--- src/rtl/md_hazard_ctrl_pkg.sv ---
// rtl/md_hazard_ctrl_pkg.sv - shared multiply/divide state encoding and default latencies
package md_hazard_ctrl_pkg;

  typedef enum logic {
    IDLE = 1'b0,
    BUSY = 1'b1
  } md_state_e;

  localparam int MD_CNT_W       = 4;
  localparam int MD_CNT_MAX     = 15;
  localparam int MD_MULT_CYCLES = 5;
  localparam int MD_DIV_CYCLES  = 10;

endpackage

--- src/rtl/md_hazard_ctrl.sv ---
// rtl/md_hazard_ctrl.sv - multiply/divide hazard controller: busy model, stall, HI/LO commit
module md_hazard_ctrl
  import md_hazard_ctrl_pkg::*;
#(
  parameter int MULT_CYCLES = MD_MULT_CYCLES,
  parameter int DIV_CYCLES  = MD_DIV_CYCLES
) (
  input  logic                clk,
  input  logic                reset,
  input  logic                D_md_use,
  input  logic                E_start,
  input  logic                E_is_div,
  input  logic                XALU_Busy,
  output logic                stall,
  output logic                md_busy,
  output logic                hilo_commit,
  output logic [MD_CNT_W-1:0] cnt,
  output logic [31:0]         stall_cycles,
  output logic                err_overlap,
  output logic                err_mismatch
);

  // A latency of 0 would leave BUSY with nothing to count down; >15 overflows cnt.
  if (MULT_CYCLES < 1 || MULT_CYCLES > MD_CNT_MAX ||
      DIV_CYCLES < 1 || DIV_CYCLES > MD_CNT_MAX) begin : g_bad_params
    $error("md_hazard_ctrl: MULT_CYCLES and DIV_CYCLES must be within 1..15");
  end

  localparam logic [MD_CNT_W-1:0] MULT_LOAD = MD_CNT_W'(MULT_CYCLES);
  localparam logic [MD_CNT_W-1:0] DIV_LOAD  = MD_CNT_W'(DIV_CYCLES);

  md_state_e           busy_q, busy_d;
  logic [MD_CNT_W-1:0] cnt_q, cnt_d;
  logic [31:0]         stall_cycles_q, stall_cycles_d;
  logic                err_overlap_q, err_overlap_d;
  logic                err_mismatch_q, err_mismatch_d;
  logic                in_busy;

  assign in_busy = (busy_q == BUSY);

  always_ff @(posedge clk) begin
    if (reset) begin
      busy_q         <= IDLE;
      cnt_q          <= '0;
      stall_cycles_q <= '0;
      err_overlap_q  <= 1'b0;
      err_mismatch_q <= 1'b0;
    end else begin
      busy_q         <= busy_d;
      cnt_q          <= cnt_d;
      stall_cycles_q <= stall_cycles_d;
      err_overlap_q  <= err_overlap_d;
      err_mismatch_q <= err_mismatch_d;
    end
  end

  always_comb begin
    busy_d         = busy_q;
    cnt_d          = cnt_q;
    stall_cycles_d = stall_cycles_q + 32'(stall);
    // A start while busy is dropped; only the sticky flag records it.
    err_overlap_d  = err_overlap_q | (E_start & in_busy);
    err_mismatch_d = err_mismatch_q | (md_busy != XALU_Busy);
    case (busy_q)
      IDLE: begin
        if (E_start) begin
          busy_d = BUSY;
          cnt_d  = E_is_div ? DIV_LOAD : MULT_LOAD;
        end
      end
      BUSY: begin
        if (cnt_q > MD_CNT_W'(1)) begin
          cnt_d = cnt_q - MD_CNT_W'(1);
        end else begin
          busy_d = IDLE;
          cnt_d  = '0;
        end
      end
      default: begin
        busy_d = IDLE;
        cnt_d  = '0;
      end
    endcase
  end

  always_comb begin
    md_busy     = E_start | in_busy;
    stall       = D_md_use & md_busy;
    hilo_commit = in_busy & (cnt_q == MD_CNT_W'(1));
  end

  assign cnt          = cnt_q;
  assign stall_cycles = stall_cycles_q;
  assign err_overlap  = err_overlap_q;
  assign err_mismatch = err_mismatch_q;

endmodule

--- config.mk ---
export PLATFORM = sky130hd
export DESIGN_NAME = md_hazard_ctrl
export DESIGN_NICKNAME = d
export VERILOG_FILES = /design/src/rtl/md_hazard_ctrl_pkg.sv /design/src/rtl/md_hazard_ctrl.sv
export SDC_FILE = /design/constraint.sdc
export NUM_CORES = 1
export LEC_CHECK = 0
export BUFFER_PORTS_ARGS = -buffer_cell sky130_fd_sc_hd__buf_2
export CORE_UTILIZATION = 45
export DETAILED_ROUTE_END_ITERATION = 12
export GPL_TIMING_DRIVEN = 0
export PLACE_DENSITY_LB_ADDON = 0.15
export SLEW_MARGIN = 40
export SYNTH_ARGS = -nofsm -noshare
export SYNTH_HDL_FRONTEND = slang
export SYNTH_SLANG_ARGS = --single-unit
--- constraint.sdc ---
create_clock -name clk -period 4.9 [get_ports clk]
set_clock_uncertainty 0.2 [all_clocks]
set_input_delay 0.245 -clock clk [delete_from_list [all_inputs] [get_ports clk]]
set_output_delay 0.245 -clock clk [all_outputs]
set_load 0.1 [all_outputs]
==> metrics.md <==
| Metric | Value |
|---|---|
| Status | `finished clean` |
| Net Count, Synth | `228` |
| Clock net sink count | `39` |
| Met3 usage in global routing | `4.51%` |
| NetSw | `207 uW` |
| Final-report hold violation count | `0` |
| Clock Latency Late Sink | `0.29 ns` |
| Number of standard-cell rows in the floorplan | `22` |
| Busiest layer in global routing | `met2` |
| Max Fanout on Critical Path | `10` |
| Final estimated routing congestion in global placement | `0.796` |
| Most instantiated flip-flop cell in the synthesis netlist | `dfxtp_1` |
| Final cell utilization of the core | `58.5%` |
| Critical path launch point type | `flop` |
| First DRT Iteration DRCs | `71` |
| Post-synthesis sequential element count | `39` |
| Starting Density | `48.3%` |
| First-pass GRT wire length | `6550 um` |
| YS warnings | `0` |
| Placeable core region | `3770 um2` |
| Transition time at the pin with the least slew margin | `0.495 ns` |
| Signed area change from the synthesized netlist to the final layout | `21.0%` |
| Number of buffers between clock root and the deepest sink | `2` |
| Number of vias per cell | `5.42` |
| Setup TNS | `0 ns` |
| # nets final | `281` |
| Overall power consumption | `665 uW` |
| Synth unique cells | `26` |
| DIE AREA | `4310 um2` |
| Proportion of synthesized chip area in sequential cells | `42.8%` |
| Setup Crit Path Kind | `reg2reg` |
| Pre-CTS setup slack | `1.70 ns` |
| H-tree depth | `2` |
| Die width | `65.7 um` |
| Input/output buffers | `45` |
| Initial antenna violation count | `0` |
| Vias after detailed routing | `1723` |
| Net Sw Frac | `31.1%` |
| Headroom to the max-slew limit | `67.0%` |
| Crit path time final | `3.21 ns` |
| Required time at the endpoint of the critical path | `4.87 ns` |
| Cells after Synth | `217` |
| Post-route antenna net violation count | `0` |
| Kind of end point of the critical path | `flop` |
| Area after DPL | `2110 um2` |
| Post-synthesis async set-or-reset flop share | `0%` |
| ANT cells | `0` |
| DRC | `0` |
| Total wire length | `3860 um` |
| Ratio of final minimum period to clock period | `65.6%` |
| Netlist Area Pre-Place | `1820 um2` |
| Die height | `65.7 um` |
| Remaining global-route overflow | `0` |
| Unrepaired setup endpoints after global routing | `false` |
| Achievable frequency | `311 MHz` |
| Pin count of the biggest net entering global routing | `12` |
| Resized Gates After CTS | `0` |
| Average footprint of a synthesized cell | `8.40 um2` |
| Crit path DAT | `3.19 ns` |
| Internal power component | `459 uW` |
| Final standard cell area without fillers | `2210 um2` |
| Final WS setup | `1.69 ns` |
| Clk root buf | `clkbuf_8` |
| Class of the tightest hold or removal check | `in2reg` |
| HPWL reported at the end of detailed placement | `2750 um` |
| Number of global-route vias before repair | `1534` |
| Routed length per placed instance | `12.2 um` |
| Number of buffers created by CTS | `5` |
| Commonest non-fill, non-tap cells in the layout | `48 x buf_2, 39 x dfxtp_1, 29 x a21oi_1` |
| Count of flip-flops with a built-in enable after synthesis | `0` |
| Leakage Power | `0.000863 uW` |
| Met2 usage | `30.6%` |
| Final slew viol count | `0` |
| Sequential share of power | `50.0%` |
| Maximum capacitance violations | `0` |
| Detailed-routing iteration count for the pre-antenna-repair pass | `4` |
| TritonCTS clock tree | `yes` |
| Max IR drop VDD | `0.203 mV` |
| Part of the power in combinational logic | `17.5%` |
| GR Util All Layers | `19.8%` |
| Share of final-layout standard cells stronger than drive strength 1 | `21.5%` |
| Io pins | `47` |
| Commonest non-fill, non-tap cell in the layout | `buf_2` |
| Clock Power Share | `32.6%` |
| Clock slew seen by the registers of the worst setup and hold paths | `0.07 ns` |
| Met1 track demand over resource in global routing | `25.2%` |
| # setup viols final | `0` |
| Pwr per Cell Area | `302 nW/um2` |
flip-flops by register name (all words and copies together) (netlist names):
register	cells
stall_cycles	32
err_overlap	1
err_mismatch	1
cnt	4
busy_q	1
logic make-up (layout without fill, tap and decap cells):
logic type | count (synthesis) | count (layout) | share of synthesized area (%)
AO/OA/AOI/OAI | 57 | 57 | 17.8
XOR/XNOR | 10 | 10 | 4.80
adder cells (fa/ha/maj) | 5 | 5 | 3.43
buffers and inverters | 22 | 75 | 4.94
flip-flops | 39 | 39 | 42.8
AND/OR/NAND/NOR | 84 | 84 | 26.2
final timing paths:
| check | from | endpoint | slack, ns | depth (start not counted) |
|---|---|---|---|---|
| max | busy_q$_SDFF_PP0_ | stall_cycles[30]$_SDFF_PP0_ | 1.69 | 12 |
| max reg2reg | busy_q$_SDFF_PP0_ | stall_cycles[30]$_SDFF_PP0_ | 1.69 | 12 |
| min reg2reg | err_mismatch$_SDFF_PP0_ | err_mismatch$_SDFF_PP0_ | 0.28 | 2 |
| min | E_start | err_overlap$_SDFF_PP0_ | 0.03 | 3 |
synthesized netlist by cell type (all sizes together) (5+ instances only):
master  number  area share [%]
dfxtp       39              43
a21oi       29             8.0
nor2        14             2.9
nand2       13             2.7
o21ai       13             3.6
or3         12             4.2
or4         12             4.9
inv         11             2.3
nand3        9             2.5
o31ai        9             3.7
nor3         8             2.2
clkbuf       7             1.4
nand4        7             3.2
xnor2        7             3.4
ha           5             3.4
worst max-delay path, stage by stage, from the launching register on:
cell      delay [ns]
dfxtp_1         0.31
clkbuf_1        0.27
nor2_1          0.18
inv_1           0.14
and2_1          0.18
ha_1            0.18
ha_1            0.21
nand2_1         0.10
or4_1           0.49
buf_2           0.19
clkbuf_1        0.26
o31ai_1         0.29
a21oi_1         0.09
power by group through the flow:
stage	combinational, uW	sequential (uW)	clock, uW
floorplan	46.6	390	0
CTS	117	332	224
finish	116	332	217
detailed placement	116	339	0
global route	124	333	237
global placement	116	340	0
per-stage QoR:
step / hold WS (ns) / std cells
final: 0.0304 / 318
after global placement: 0.254 / 310
after detailed placement: 0.262 / 310
after global routing: 0.0911 / 318
after floorplan: 0.186 / 217
after CTS: 0.0222 / 318
metal layers:
metal  wire, um  vias to the layer above
met2       1710                       37
met5          0                        -
met3        156                        8
li1           -                      895
met4         78                        0
met1       1920                      783
final cells by class:
cell class | instances | area [um2]
Multi-Input combinational cell | 156 | 952
Clock buffer | 6 | 82.6
Timing Repair Buffer | 46 | 235
Inverter | 11 | 41.3
Tap cell | 48 | 60.1
Clock inverter | 1 | 5.00
Buffer | 11 | 48.8
Sequential cell | 39 | 781
Fill cell | 367 | 1570
timing repair:
item                                   in CTS  in global routing
buffers inserted                            0                  0
endpoints found under the hold margin      10                  0
hold buffers                                1                  0
No activity file was read; power rests on OpenSTA's default activity.
